--- src/rtl/div32_seq_pkg.sv ---
// Shared ALU definitions for div32_seq: FSM state encodings, the iteration count
// and the divide-by-zero quotient constant, plus a two's-complement helper.
package div32_seq_pkg;

  localparam int          WIDTH         = 32;
  localparam int          ITERATIONS    = 32;
  localparam logic [4:0]  CNT_INIT      = 5'(ITERATIONS - 1);
  localparam logic [31:0] DIV_ZERO_QUOT = 32'hFFFF_FFFF;

  typedef enum logic [1:0] {
    ST_IDLE = 2'd0,
    ST_RUN  = 2'd1,
    ST_FIX  = 2'd2,
    ST_ZERO = 2'd3
  } state_t;

  // Inverse-plus-one negation; kept out of the adder so only one adder32 exists.
  function automatic logic [31:0] negate32(input logic [31:0] value);
    return ~value + 32'd1;
  endfunction

endpackage

--- src/rtl/adder32.sv ---
// 32-bit adder/subtractor; with sub=1 it forms A - B and CARRY_OUT=1 means no borrow.
module adder32 (
  input  logic [31:0] A,
  input  logic [31:0] B,
  input  logic        sub,
  output logic [31:0] SUM,
  output logic        CARRY_OUT
);

  logic [31:0] b_eff;
  logic [32:0] total;

  assign b_eff = sub ? ~B : B;
  assign total = {1'b0, A} + {1'b0, b_eff} + {32'd0, sub};
  assign {CARRY_OUT, SUM} = total;

endmodule

--- src/rtl/div32_seq.sv ---
// Sequential 32-bit restoring divider with fixed latency (34 edges, 2 for B==0).
// Signed operation is compiled in only when DIV_SIGNED_EN is defined.
module div32_seq
  import div32_seq_pkg::*;
(
  input  logic        clk,
  input  logic        rst,
  input  logic        start,
  input  logic [31:0] A,
  input  logic [31:0] B,
  input  logic        signed_op,
  output logic        busy,
  output logic        done,
  output logic [31:0] QUOT,
  output logic [31:0] REM,
  output logic        DIV_ZERO
);

  state_t      state_reg, state_next;
  logic [31:0] rem_reg, rem_next;
  logic [31:0] quo_reg, quo_next;
  logic [31:0] div_reg, div_next;
  logic [4:0]  cnt_reg, cnt_next;
  logic [31:0] quot_out_reg, quot_out_next;
  logic [31:0] rem_out_reg, rem_out_next;
  logic        dz_reg, dz_next;
  logic        done_reg, done_next;

  logic [32:0] shifted;
  logic [31:0] trial_sum;
  logic        trial_carry;
  logic        take;
  logic [31:0] op_a;
  logic [31:0] op_b;

  assign shifted = {rem_reg, quo_reg[31]};

  adder32 u_adder (
    .A         (shifted[31:0]),
    .B         (div_reg),
    .sub       (1'b1),
    .SUM       (trial_sum),
    .CARRY_OUT (trial_carry)
  );

  assign take = trial_carry | shifted[32];

`ifdef DIV_SIGNED_EN
  logic neg_q_reg, neg_q_next;
  logic neg_r_reg, neg_r_next;

  assign op_a = (signed_op && A[31]) ? negate32(A) : A;
  assign op_b = (signed_op && B[31]) ? negate32(B) : B;
`else
  logic unused_signed_op;

  assign unused_signed_op = signed_op;
  assign op_a = A;
  assign op_b = B;
`endif

  always_ff @(posedge clk or posedge rst) begin
    if (rst) state_reg <= ST_IDLE;
    else     state_reg <= state_next;
  end

  always_ff @(posedge clk or posedge rst) begin
    if (rst) begin
      rem_reg      <= '0;
      quo_reg      <= '0;
      div_reg      <= '0;
      cnt_reg      <= '0;
      quot_out_reg <= '0;
      rem_out_reg  <= '0;
      dz_reg       <= 1'b0;
      done_reg     <= 1'b0;
`ifdef DIV_SIGNED_EN
      neg_q_reg    <= 1'b0;
      neg_r_reg    <= 1'b0;
`endif
    end else begin
      rem_reg      <= rem_next;
      quo_reg      <= quo_next;
      div_reg      <= div_next;
      cnt_reg      <= cnt_next;
      quot_out_reg <= quot_out_next;
      rem_out_reg  <= rem_out_next;
      dz_reg       <= dz_next;
      done_reg     <= done_next;
`ifdef DIV_SIGNED_EN
      neg_q_reg    <= neg_q_next;
      neg_r_reg    <= neg_r_next;
`endif
    end
  end

  always_comb begin
    state_next    = state_reg;
    rem_next      = rem_reg;
    quo_next      = quo_reg;
    div_next      = div_reg;
    cnt_next      = cnt_reg;
    quot_out_next = quot_out_reg;
    rem_out_next  = rem_out_reg;
    dz_next       = dz_reg;
    done_next     = 1'b0;
`ifdef DIV_SIGNED_EN
    neg_q_next    = neg_q_reg;
    neg_r_next    = neg_r_reg;
`endif

    case (state_reg)
      ST_IDLE: begin
        if (start) begin
          rem_next = '0;
          cnt_next = CNT_INIT;
          div_next = op_b;
`ifdef DIV_SIGNED_EN
          neg_r_next = signed_op & A[31];
          neg_q_next = signed_op & (A[31] ^ B[31]);
`endif
          if (B == 32'd0) begin
            // The ZERO path reports the raw dividend, so keep it unmodified.
            quo_next   = A;
            state_next = ST_ZERO;
          end else begin
            quo_next   = op_a;
            state_next = ST_RUN;
          end
        end
      end

      ST_RUN: begin
        rem_next = take ? trial_sum : shifted[31:0];
        quo_next = {quo_reg[30:0], take};
        cnt_next = cnt_reg - 5'd1;
        if (cnt_reg == 5'd0) begin
          cnt_next   = 5'd0;
          state_next = ST_FIX;
        end
      end

      ST_FIX: begin
`ifdef DIV_SIGNED_EN
        quot_out_next = neg_q_reg ? negate32(quo_reg) : quo_reg;
        rem_out_next  = neg_r_reg ? negate32(rem_reg) : rem_reg;
`else
        quot_out_next = quo_reg;
        rem_out_next  = rem_reg;
`endif
        dz_next    = 1'b0;
        done_next  = 1'b1;
        state_next = ST_IDLE;
      end

      ST_ZERO: begin
        quot_out_next = DIV_ZERO_QUOT;
        rem_out_next  = quo_reg;
        dz_next       = 1'b1;
        done_next     = 1'b1;
        state_next    = ST_IDLE;
      end

      default: state_next = ST_IDLE;
    endcase
  end

  assign busy     = (state_reg != ST_IDLE);
  assign done     = done_reg;
  assign QUOT     = quot_out_reg;
  assign REM      = rem_out_reg;
  assign DIV_ZERO = dz_reg;

endmodule
--- config.mk ---
export PLATFORM = sky130hd
export DESIGN_NAME = div32_seq
export DESIGN_NICKNAME = d
export VERILOG_FILES = /design/src/rtl/div32_seq_pkg.sv /design/src/rtl/adder32.sv /design/src/rtl/div32_seq.sv
export SDC_FILE = /design/constraint.sdc
export NUM_CORES = 1
export LEC_CHECK = 0
export CORE_ASPECT_RATIO = 0.9
export CORE_MARGIN = 5
export CORE_UTILIZATION = 45
export CTS_BUF_LIST = sky130_fd_sc_hd__clkbuf_4 sky130_fd_sc_hd__clkbuf_8 sky130_fd_sc_hd__clkbuf_16
export DETAILED_ROUTE_END_ITERATION = 7
export PLACE_DENSITY_LB_ADDON = 0.15
export SYNTH_ARGS = -nofsm -noshare
export SYNTH_HDL_FRONTEND = slang
export SYNTH_HIERARCHICAL = 1
export SYNTH_SLANG_ARGS = --single-unit
--- constraint.sdc ---
create_clock -name clk -period 6.2 [get_ports clk]
set_input_delay 1.24 -clock clk [delete_from_list [all_inputs] [get_ports clk]]
set_output_delay 1.24 -clock clk [all_outputs]
set_load 0.02 [all_outputs]
==> summary.txt <==
Post-synth EDFFs: 0
Antenna viol nets, final: 0
Most used DFF post-synth: dfrtp_1
Fmax: 0.233 GHz
Worst-skew pair later-pin latency: 0.44 ns
CTS Buf Count: 17
Core Area: 20600 µm²
First-pass GRT wire length: 38800 µm
Worst EP arrival: 4.56 ns
Worst Hold Margin: 0.510 ns
Mapped Area: 9340 µm²
Seq/Total Area, Yosys: 45.3%
Slew of the pin with the lowest slew margin: 1.14 ns
DR vias/cell: 5.53
Flops & latches, synth: 169
Synth unique cells: 59
DR DRC count: 0
Antenna violations before repair: 0
DRT iter0 DRCs: 533
Max-cap violations: 0
Outcome: complete, no violations
CTS tree: built
FILL cells: 1836
Post-CTS Setup Repair Bufs: 0
Via count: 7456
Period minus WS final: 4.29 ns
Kind of critical path: flop to flop
Maximum buffer depth of the clock tree: 2
Largest family of logic cells by synthesized area: compound AO/OA/AOI/OAI gates
Tightest Hold Check Type: flop to flop
Die H: 147 µm
GRT Util Overall: 20.2%
FP Rows: 50
Tcrit/Tclk final: 69.3%
Fin nets: 1180
YS warnings: 6
Die area: 23700 µm²
Layout area overhead: 22.0%
Largest net degree at the start of global routing: 105
R2r setup slk: 1.91 ns
Reg2reg end: rem_reg[13]
Post-synth net total: 1084
Multiplexer share of the synthesized area: 10.8%
R2r startpoint: div_reg[0]
Adder-Cell Fraction of Synth Area: 4.90%
Chip width: 162 µm
Startpoint types: flop
Final wirelength: 23600 µm
Root Driver: clkbuf_16
Resize count post-CTS: 0
Final HPWL from detailed placement: 16600 µm
Wire per inst: 17.5 µm
Leakage: 0.00507 µW
IO buf count: 133
Synth Area in Compound Gates: 16.0%
Starting density of the core: 45.4%
Final GP Congestion: 0.891
WHS Endpoint: div_reg[4]
Drt pass-1 iters: 5
Share of cells above drive strength 1: 7.99%
Peak supply drop: 0.000213 V
Relative slew slack: 24.0%
Antenna diodes: 0
Total grt overflow: 0
Power Dens Cells: 689 nW/µm²
Fin util: 55.3%
Unrepaired setup endpoints after global routing: false
CTS clk-pin slew, worst paths: 0.07 ns
CP Data Required Time: 6.47 ns
Async set-reset flop share out of synthesis: 100%
Crit path max fanout: 22
Setup tns final: 0 ns
Crit. End Element: flop
Hold path cells: 1
Simple-Gate Fraction of Synth Area: 13.5%
Reg2Reg Depth: 13
Hold_sp: div_reg[4]
Xor/xnor share of the synthesized area: 5.35%
Number of global-route vias before repair: 7165
Cells after Synth: 980
H-tree depth: 4
Final setup viols: 0
Top-level port count: 135
Final-report max-slew violation count: 0
CTS Sinks: 169
Clk_skew: 0.0127 ns
Hold Vio Cnt, Final: 0
Hold_buf cts: 0
Avg Cell Area, Syn: 9.53 µm²
## worst max-delay path: stages, from the launching register on
cell and delay [ns]:
dfrtp_1 0.46, mux2i_1 0.48, fa_1 0.31, nor2b_1 0.07, o2111a_1 0.27, o2111ai_1 0.29
nand2_1 0.13, a21oi_1 0.45, o21a_1 0.20, nor3_1 0.08, nor2_4 0.66, buf_4 0.37
mux2i_1 0.24, o22ai_1 0.10
## cells in the mapped netlist, types with 6 or more instances
library cell | instances | share of area, %
xor2_1 | 43 | 4.0
nand4_1 | 8 | 0.54
dfrtp_1 | 169 | 45
o22ai_1 | 32 | 2.1
inv_1 | 23 | 0.92
a22oi_1 | 33 | 2.7
nor4_1 | 11 | 0.74
nand3_1 | 9 | 0.48
o21ai_0 | 20 | 1.1
a21oi_1 | 97 | 5.2
o211ai_1 | 6 | 0.48
o21bai_1 | 8 | 0.64
buf_2 | 34 | 1.8
clkbuf_1 | 23 | 0.92
nor2_1 | 117 | 4.7
ha_1 | 35 | 4.7
mux2i_1 | 64 | 6.9
nor3_1 | 8 | 0.43
a21o_1 | 8 | 0.64
nand2_1 | 119 | 4.8
mux2_2 | 31 | 3.7
xnor2_1 | 14 | 1.3
## through the flow
stage / instances / setup slack [ns] / cell area [µm²] / total power, µW
finish: 1349 / 1.91 / 11400 / 7850
detailed placement: 1317 / 1.93 / 10800 / 6780
CTS: 1349 / 1.90 / 11400 / 7880
global route: 1349 / 1.61 / 11400 / 8530
global placement: 1317 / 1.94 / 10800 / 6710
floorplan: 980 / 0.385 / 9340 / 5530
## cell type report
type / instances / area, µm² / area share (%)
Multi-Input combinational cell: 723 / 4740 / 41.6
Sequential cell: 169 / 4230 / 37.2
Timing Repair Buffer: 142 / 1400 / 12.3
Clock buffer: 17 / 425 / 3.73
Tap cell: 260 / 325 / 2.86
Clock inverter: 15 / 178 / 1.56
Inverter: 23 / 91.3 / 0.802
## worst max-delay path by stage
stage                   to       start  slack [ns]
5_1_grt         rem_reg[9]  div_reg[0]        1.61
2_1_floorplan     DIV_ZERO         rst        0.38
4_1_cts        rem_reg[13]  div_reg[0]        1.90
3_5_place_dp   rem_reg[13]  div_reg[0]        1.93
3_3_place_gp    rem_reg[6]  div_reg[0]        1.94
6_report       rem_reg[13]  div_reg[0]        1.91
## metal layers
layer  up-vias  track usage, %  wire length (µm)
li1       3660               -                 -
met1      3580            32.0             12300
met2       202            28.8              9960
met3        14            3.58              1180
met4         0            4.02               167
met5         -               0                 0
## cell usage in the layout (no fill, tap or decap), types with 9 or more instances in the layout
cell type | Yosys | layout
mux2i_1 | 64 | 64
ha_1 | 35 | 35
xnor2_1 | 14 | 14
o21ai_0 | 20 | 20
nand2_1 | 119 | 119
o22ai_1 | 32 | 32
dfrtp_1 | 169 | 167
nor2_1 | 117 | 117
a22oi_1 | 33 | 33
clkbuf_16 | 0 | 17
nor4_1 | 11 | 11
xor2_1 | 43 | 43
clkdlybuf4s50_1 | 0 | 133
nand3_1 | 9 | 9
inv_1 | 23 | 22
a21oi_1 | 97 | 97
buf_4 | 3 | 9
mux2_2 | 31 | 31
## cell families (layout without fill, tap and decap cells)
| family | Yosys count | count (layout) |
|---|---|---|
| adders and majority gates | 36 | 36 |
| xor gates and xnor gates | 57 | 57 |
| DFF | 169 | 169 |
| other | 1 | 1 |
| buffers and inverters | 88 | 197 |
| AOI/OAI and AO/OA | 239 | 239 |
| and+or+nand+nor | 293 | 293 |
| muxes | 97 | 97 |
## power by group
part,switching (µW),internal (µW)
combinational,2520,2080
clock,524,546
sequential,520,1660
No activity file was read; power rests on OpenSTA's default activity.
